--- src/rtl/vram_host_ctrl.sv ---
// Host-side controller for the dual-port VRAM host port.
// A 4-register, 8-bit asynchronous microcontroller bus is synchronized into
// the dot-clock domain; writes, auto-incrementing address updates and read
// prefetches are sequenced onto the VRAM host port.
//
// Bus strobe semantics: wr = ~nBusCs & ~nBusWr acts once on its synchronized
// assertion (busRs/busDataIn sampled in that cycle); rd = ~nBusCs & ~nBusRd
// acts once on its synchronized deassertion using the busRs value captured
// when the synchronized strobe asserted. The host keeps each strobe low for at
// least 4 clocks with busRs/busDataIn stable over that window. hostSelect is a
// one-cycle strobe qualified by hostRd; read data returns the following cycle.
module vram_host_ctrl #(
  parameter int ADDR_W      = 13,
  parameter int SYNC_STAGES = 2
) (
  input  logic              clk,
  input  logic              nrst,
  input  logic              nBusCs,
  input  logic              nBusWr,
  input  logic              nBusRd,
  input  logic [1:0]        busRs,
  input  logic [7:0]        busDataIn,
  output logic [7:0]        busDataOut,
  output logic              busDataOe,
  output logic [ADDR_W-1:0] hostAddr,
  output logic [7:0]        hostWrData,
  output logic              hostSelect,
  output logic              hostRd,
  input  logic [7:0]        hostRdData,
  output logic              busy
);

  localparam logic [1:0] ST_IDLE     = 2'd0;
  localparam logic [1:0] ST_WR       = 2'd1;
  localparam logic [1:0] ST_PF_ISSUE = 2'd2;
  localparam logic [1:0] ST_PF_WAIT  = 2'd3;

  localparam logic [1:0] RS_ADDR_LO = 2'd0;
  localparam logic [1:0] RS_ADDR_HI = 2'd1;
  localparam logic [1:0] RS_DATA    = 2'd2;
  localparam logic [1:0] RS_STATUS  = 2'd3;

  // Synchronizers carry the active-low strobe so reset leaves them deasserted.
  logic [SYNC_STAGES-1:0] nwr_sync_q, nwr_sync_d;
  logic [SYNC_STAGES-1:0] nrd_sync_q, nrd_sync_d;
  logic                   nwr_last_q, nwr_last_d;
  logic                   nrd_last_q, nrd_last_d;
  logic [1:0]             rd_rs_q, rd_rs_d;

  logic [1:0]        state_q, state_d;
  logic [ADDR_W-1:0] addr_q, addr_d;
  logic [7:0]        pf_q, pf_d;
  logic              auto_inc_q, auto_inc_d;
  logic              overrun_q, overrun_d;
  logic              pend_valid_q, pend_valid_d;
  logic              pend_wr_q, pend_wr_d;
  logic [1:0]        pend_rs_q, pend_rs_d;
  logic [7:0]        pend_data_q, pend_data_d;
  logic [ADDR_W-1:0] host_addr_q, host_addr_d;
  logic [7:0]        host_wr_data_q, host_wr_data_d;
  logic              host_sel_q, host_sel_d;
  logic              host_rd_q, host_rd_d;

  logic              wr_event, rd_event, rd_assert;
  logic [ADDR_W-1:0] addr_inc;
  logic              new_valid, new_wr;
  logic [1:0]        new_rs;
  logic [7:0]        new_data;
  logic              cmd_valid, cmd_wr;
  logic [1:0]        cmd_rs;
  logic [7:0]        cmd_data;

  assign wr_event  = ~nwr_sync_q[SYNC_STAGES-1] &  nwr_last_q;
  assign rd_assert = ~nrd_sync_q[SYNC_STAGES-1] &  nrd_last_q;
  assign rd_event  =  nrd_sync_q[SYNC_STAGES-1] & ~nrd_last_q;
  assign addr_inc  = addr_q + ADDR_W'(auto_inc_q);

  // Strobe synchronizer shift, edge-detect history and read-select capture.
  always_comb begin
    nwr_sync_d = {nwr_sync_q[SYNC_STAGES-2:0], nBusCs | nBusWr};
    nrd_sync_d = {nrd_sync_q[SYNC_STAGES-2:0], nBusCs | nBusRd};
    nwr_last_d = nwr_sync_q[SYNC_STAGES-1];
    nrd_last_d = nrd_sync_q[SYNC_STAGES-1];
    rd_rs_d    = rd_assert ? busRs : rd_rs_q;
  end

  // Event arbitration, pending slot, register effects and access sequencing.
  always_comb begin
    state_d        = state_q;
    addr_d         = addr_q;
    pf_d           = pf_q;
    auto_inc_d     = auto_inc_q;
    overrun_d      = overrun_q;
    pend_valid_d   = pend_valid_q;
    pend_wr_d      = pend_wr_q;
    pend_rs_d      = pend_rs_q;
    pend_data_d    = pend_data_q;
    host_addr_d    = host_addr_q;
    host_wr_data_d = host_wr_data_q;
    host_sel_d     = 1'b0;
    host_rd_d      = 1'b1;
    new_valid      = 1'b0;
    new_wr         = 1'b0;
    new_rs         = busRs;
    new_data       = busDataIn;
    cmd_valid      = 1'b0;
    cmd_wr         = 1'b0;
    cmd_rs         = RS_ADDR_LO;
    cmd_data       = 8'h00;

    // A write wins over a coincident read; the lost read counts as overrun.
    // STATUS reads act at once; only DATA reads carry side effects to queue.
    if (wr_event) begin
      new_valid = 1'b1;
      new_wr    = 1'b1;
      if (rd_event) overrun_d = 1'b1;
    end else if (rd_event) begin
      new_rs = rd_rs_q;
      if (rd_rs_q == RS_STATUS) overrun_d = 1'b0;
      else if (rd_rs_q == RS_DATA) new_valid = 1'b1;
    end

    // In IDLE the pending slot goes first and frees room for a new event.
    if (state_q == ST_IDLE) begin
      if (pend_valid_q) begin
        cmd_valid    = 1'b1;
        cmd_wr       = pend_wr_q;
        cmd_rs       = pend_rs_q;
        cmd_data     = pend_data_q;
        pend_valid_d = new_valid;
        if (new_valid) begin
          pend_wr_d   = new_wr;
          pend_rs_d   = new_rs;
          pend_data_d = new_data;
        end
      end else if (new_valid) begin
        cmd_valid = 1'b1;
        cmd_wr    = new_wr;
        cmd_rs    = new_rs;
        cmd_data  = new_data;
      end
    end else if (new_valid) begin
      if (pend_valid_q) begin
        overrun_d = 1'b1;
      end else begin
        pend_valid_d = 1'b1;
        pend_wr_d    = new_wr;
        pend_rs_d    = new_rs;
        pend_data_d  = new_data;
      end
    end

    case (state_q)
      ST_IDLE: begin
        if (cmd_valid) begin
          case (cmd_rs)
            RS_ADDR_LO: if (cmd_wr) begin
              addr_d[7:0] = cmd_data;
              state_d     = ST_PF_ISSUE;
            end
            RS_ADDR_HI: if (cmd_wr) begin
              addr_d[ADDR_W-1:8] = cmd_data[ADDR_W-9:0];
              state_d            = ST_PF_ISSUE;
            end
            RS_DATA: begin
              if (cmd_wr) begin
                host_wr_data_d = cmd_data;
                state_d        = ST_WR;
              end else begin
                addr_d  = addr_inc;
                state_d = ST_PF_ISSUE;
              end
            end
            default: if (cmd_wr) auto_inc_d = cmd_data[2];
          endcase
        end
      end
      ST_WR: begin
        addr_d  = addr_inc;
        state_d = ST_PF_ISSUE;
      end
      ST_PF_ISSUE: state_d = ST_PF_WAIT;
      default: begin
        pf_d    = hostRdData;
        state_d = ST_IDLE;
      end
    endcase

    // Host-port strobes are registered so they line up with the state.
    if (state_d == ST_WR) begin
      host_sel_d  = 1'b1;
      host_rd_d   = 1'b0;
      host_addr_d = addr_d;
    end else if (state_d == ST_PF_ISSUE) begin
      host_sel_d  = 1'b1;
      host_addr_d = addr_d;
    end
  end

  // State registers; reset aborts any pending or in-flight access.
  always_ff @(posedge clk or negedge nrst) begin
    if (!nrst) begin
      nwr_sync_q     <= '1;
      nrd_sync_q     <= '1;
      nwr_last_q     <= 1'b1;
      nrd_last_q     <= 1'b1;
      rd_rs_q        <= RS_ADDR_LO;
      state_q        <= ST_IDLE;
      addr_q         <= '0;
      pf_q           <= 8'h00;
      auto_inc_q     <= 1'b1;
      overrun_q      <= 1'b0;
      pend_valid_q   <= 1'b0;
      pend_wr_q      <= 1'b0;
      pend_rs_q      <= RS_ADDR_LO;
      pend_data_q    <= 8'h00;
      host_addr_q    <= '0;
      host_wr_data_q <= 8'h00;
      host_sel_q     <= 1'b0;
      host_rd_q      <= 1'b1;
    end else begin
      nwr_sync_q     <= nwr_sync_d;
      nrd_sync_q     <= nrd_sync_d;
      nwr_last_q     <= nwr_last_d;
      nrd_last_q     <= nrd_last_d;
      rd_rs_q        <= rd_rs_d;
      state_q        <= state_d;
      addr_q         <= addr_d;
      pf_q           <= pf_d;
      auto_inc_q     <= auto_inc_d;
      overrun_q      <= overrun_d;
      pend_valid_q   <= pend_valid_d;
      pend_wr_q      <= pend_wr_d;
      pend_rs_q      <= pend_rs_d;
      pend_data_q    <= pend_data_d;
      host_addr_q    <= host_addr_d;
      host_wr_data_q <= host_wr_data_d;
      host_sel_q     <= host_sel_d;
      host_rd_q      <= host_rd_d;
    end
  end

  // Bus read mux is combinational so host reads need no clock.
  always_comb begin
    case (busRs)
      RS_ADDR_LO: busDataOut = addr_q[7:0];
      RS_ADDR_HI: busDataOut = 8'(addr_q[ADDR_W-1:8]);
      RS_DATA:    busDataOut = pf_q;
      default:    busDataOut = {5'b0, auto_inc_q, overrun_q, busy};
    endcase
  end

  assign busDataOe  = ~nBusCs & ~nBusRd;
  assign busy       = (state_q != ST_IDLE);
  assign hostAddr   = host_addr_q;
  assign hostWrData = host_wr_data_q;
  assign hostSelect = host_sel_q;
  assign hostRd     = host_rd_q;

endmodule
--- config.mk ---
export PLATFORM = sky130hd
export DESIGN_NAME = vram_host_ctrl
export DESIGN_NICKNAME = d
export VERILOG_FILES = /design/src/rtl/vram_host_ctrl.sv
export SDC_FILE = /design/constraint.sdc
export NUM_CORES = 1
export LEC_CHECK = 0
export ABC_AREA = 1
export CORE_UTILIZATION = 50
export CTS_BUF_LIST = sky130_fd_sc_hd__clkbuf_8 sky130_fd_sc_hd__clkbuf_16
export CTS_CLUSTER_SIZE = 40
export DETAILED_ROUTE_END_ITERATION = 10
export MAX_ROUTING_LAYER = met4
export PLACE_DENSITY = 0.74
export SETUP_SLACK_MARGIN = 0.1
export SLEW_MARGIN = 20
export SYNTH_ARGS = -nofsm -noshare
export SYNTH_HDL_FRONTEND = slang
export SYNTH_SLANG_ARGS = --single-unit
--- constraint.sdc ---
create_clock -name clk -period 3.2 [get_ports clk]
set_clock_uncertainty 0.1 [all_clocks]
set_input_delay 0.64 -clock clk [delete_from_list [all_inputs] [get_ports clk]]
set_output_delay 0.64 -clock clk [all_outputs]
set_load 0.1 [all_outputs]
==> reports/qor.yml <==
status: "finished clean"
hpwlAfterDp_microns: 7700
multi_input_area_sq_mm: 0.00212
yosysMostFrequentCell: "nand2_1"
fillers: 636
num_io_pins: 56
grt_use_total_pct: 28.4
cts-root-buf: "clkbuf_8"
yosys.cell_types.count: 37
finalPower_mw: 6.15
area_delta_synth_final_pct: 31.1
drc: 0
dr.pass1.iters: 5
critical_path.max_fanout: 7
slowest_delay_ps: 540
syn_inst: 540
rr_endpoint: "hostAddr[5]"
rsz0062_at_grt: "yes"
relSlewSlack_pct: 65.1
cp.buffers_inverters: 4
fmax_ghz: 0.320
crit_chain: "inv_2 -> nor2_4 -> nand2_2 -> o21a_1 -> or2_4 -> a21oi_4 -> buf_4 -> ha_2 -> nor2_4 -> o311ai_4 -> nand2_2 -> ha_4 -> clkinvlp_4 -> clkbuf_16 -> nand2_1 -> nand2_1"
num_vias: 3876
vias_per_cell: 5.32
final_core_util_pct: 67.7
io_buffers: 55
reg2reg_slack_ps: 80
p_leak_nw: 2.57
initial_core_util_pct: 51.7
drtIter0Drc: 259
path_class: "flip-flop to flip-flop"
clock_latency_ps: 350
grt_antenna_before_repair: 0
synth_top_area_share_pct: 37.6
yosysSeqAreaShare_pct: 42.9
ys_warn_count: 0
fin_cells: 728
die_y_microns: 91.4
synth_ff_type: "dfrtp_1"
use_met2_pct: 45.0
place_inst: 699
overflow: 0
synth_area_per_cell_sq_um: 7.39
critPathArrivalTime_ps: 3260
cts_made_buffers: 9
grtUsageMet3_pct: 4.27
crit_family: "simple AND/OR/NAND/NOR gates"
setup_tns_ps: 0
top_usage_layer: "met2"
die_x_microns: 91.4
power_density_mw_per_mm2: 1170
ant_nets: 0
hp-class: "input pin to async pin"
critPathLaunchType: "flip-flop"
coreArea_sq_mm: 0.00773
synth_area_sq_mm: 0.00399
clk_pin_slew_ps: 80
netlist_top_cells_area: "dfrtp_1 38%, nand2_1 21%, nand3_1 5.9%, inv_1 5.4%, dfstp_2 5.3%"
ir_worst_vdd_uv: 706
finalHoldViolCount: 0
rr_worst_depth: 16
ys_ff_latch: 68
slew_viol_final: 0
rows: 32
setup_viol: 0
ff_latch_area_sq_mm: 0.00171
die_area_sq_mm: 0.00835
cts_tree: "yes"
drv_cap: 0
synth-edff-count: 0
drive_above_1_share_pct: 22.7
grt_pass1_wl_microns: 17900
grt_max_degree: 69
htree_levels: 3
wl_per_cell_microns: 15.2
r2r-start: "nrd_sync_q[1]"
syn-num-nets: 574
post-route-period-util_pct: 97.5
clockBufferDepth: 2
routabilityCongestion: 0.942
crit_required_ps: 3340
antenna_cells: 0
first_global_vias: 3684
cts_sinks: 68
drt-total-wl_microns: 11100
cpMaxStageDelayCell: "dfstp_2"
yosys-top-cells-count: "223 x nand2_1, 60 x dfrtp_1, 57 x inv_1"
period_needed_ps: 3120
yosys.area.top_type: "dfrtp_1"
async_flop_share_pct: 100
grt_use_met1_pct: 37.3
nets: 655
tightest_slew_ps: 520
cp-end-kind: "flip-flop"
==> repair_timing <==
action,in CTS,in global routing
setup buffers,6,6
pin swaps,7,9
endpoints found under the setup margin,14,14
resized for setup,8,23
hold buffers,0,0
cloned,0,1
==> kinds of logic after synthesis <==
| group | after synthesis | synth area share (%) |
|---|---|---|
| fa+ha+maj | 11 | 3.45 |
| simple gates | 310 | 33.8 |
| buf+inv | 76 | 8.15 |
| mux | 1 | 0.282 |
| flops | 68 | 42.9 |
| xor+xnor | 4 | 0.877 |
| compound gates | 70 | 10.6 |
==> power by group <==
group          internal [mW]  switching (mW)
Clock                  0.379           0.338
Combinational           1.25            2.75
Sequential              1.20           0.233
Total                   2.83            3.32
==> how the worst max path moves through the flow <==
stage / from / end / slack (ps) / depth (start not counted)
floorplan: busRs[1] / busDataOut[3] / -50 / 4
global placement: busRs[1] / hostAddr[6] / -310 / 16
detailed placement: busRs[1] / hostAddr[1] / -420 / 16
CTS: nrd_sync_q[1] / hostAddr[5] / 110 / 19
global route: nrd_sync_q[1] / hostAddr[5] / -60 / 17
finish: nrd_sync_q[1] / hostAddr[5] / 80 / 16
==> through the flow <==
| step | cell area (sq um) | hold slack, ps | setup WS, ps |
|---|---|---|---|
| global route | 5240 | 233 | -59.1 |
| CTS | 5060 | 220 | 107 |
| finish | 5240 | 181 | 79.1 |
| global placement | 4790 | 246 | -314 |
| detailed placement | 4790 | 247 | -420 |
| floorplan | 4050 | 244 | -46.5 |
==> sequential cells by signal, indices dropped and copies added, names as in the netlist <==
register	count
hostRd	1
nwr_last_q	1
hostWrData	8
state_q	2
auto_inc_q	1
rd_rs_q	2
addr_q	13
nwr_sync_q	2
hostSelect	1
pend_wr_q	1
nrd_last_q	1
pend_valid_q	1
nrd_sync_q	2
pend_data_q	8
hostAddr	13
overrun_q	1
pf_q	8
pend_rs_q	2
==> final cells by class <==
cell class	instances	share of cell area (%)
tap	102	2.44
sequential	68	32.7
clock buffer	10	2.63
multi-input combinational	396	40.5
timing repair buffer	84	15.8
clock inverter	6	1.22
inverter	62	4.76
==> metal layers <==
metal / up-vias / routed length [microns]
li1: 1892 / -
met1: 1805 / 4910
met2: 162 / 5190
met3: 17 / 739
met4: 0 / 216
met5: - / 0
==> layout by cell type, fill, tap and decap left out, types with 3 or more instances in the layout <==
master / instances
ha_1: 5
o21ai_1: 3
nand3_1: 47
nor2_2: 3
dfrtp_1: 60
nor3_1: 5
nor2_4: 6
nand2_2: 6
buf_4: 50
o22ai_1: 5
o21ai_0: 23
o21ai_2: 3
a22oi_1: 3
nand2_1: 218
o2111ai_2: 3
dfstp_2: 8
nor2_1: 11
inv_2: 6
inv_1: 52
clkdlybuf4s50_1: 21
buf_12: 10
a21oi_1: 12
clkbuf_8: 10
ha_4: 4
nand4_1: 3
nand3_2: 5
clkinvlp_4: 3
o21a_1: 7
xor2_1: 4
(Power assumes the default switching activity.)
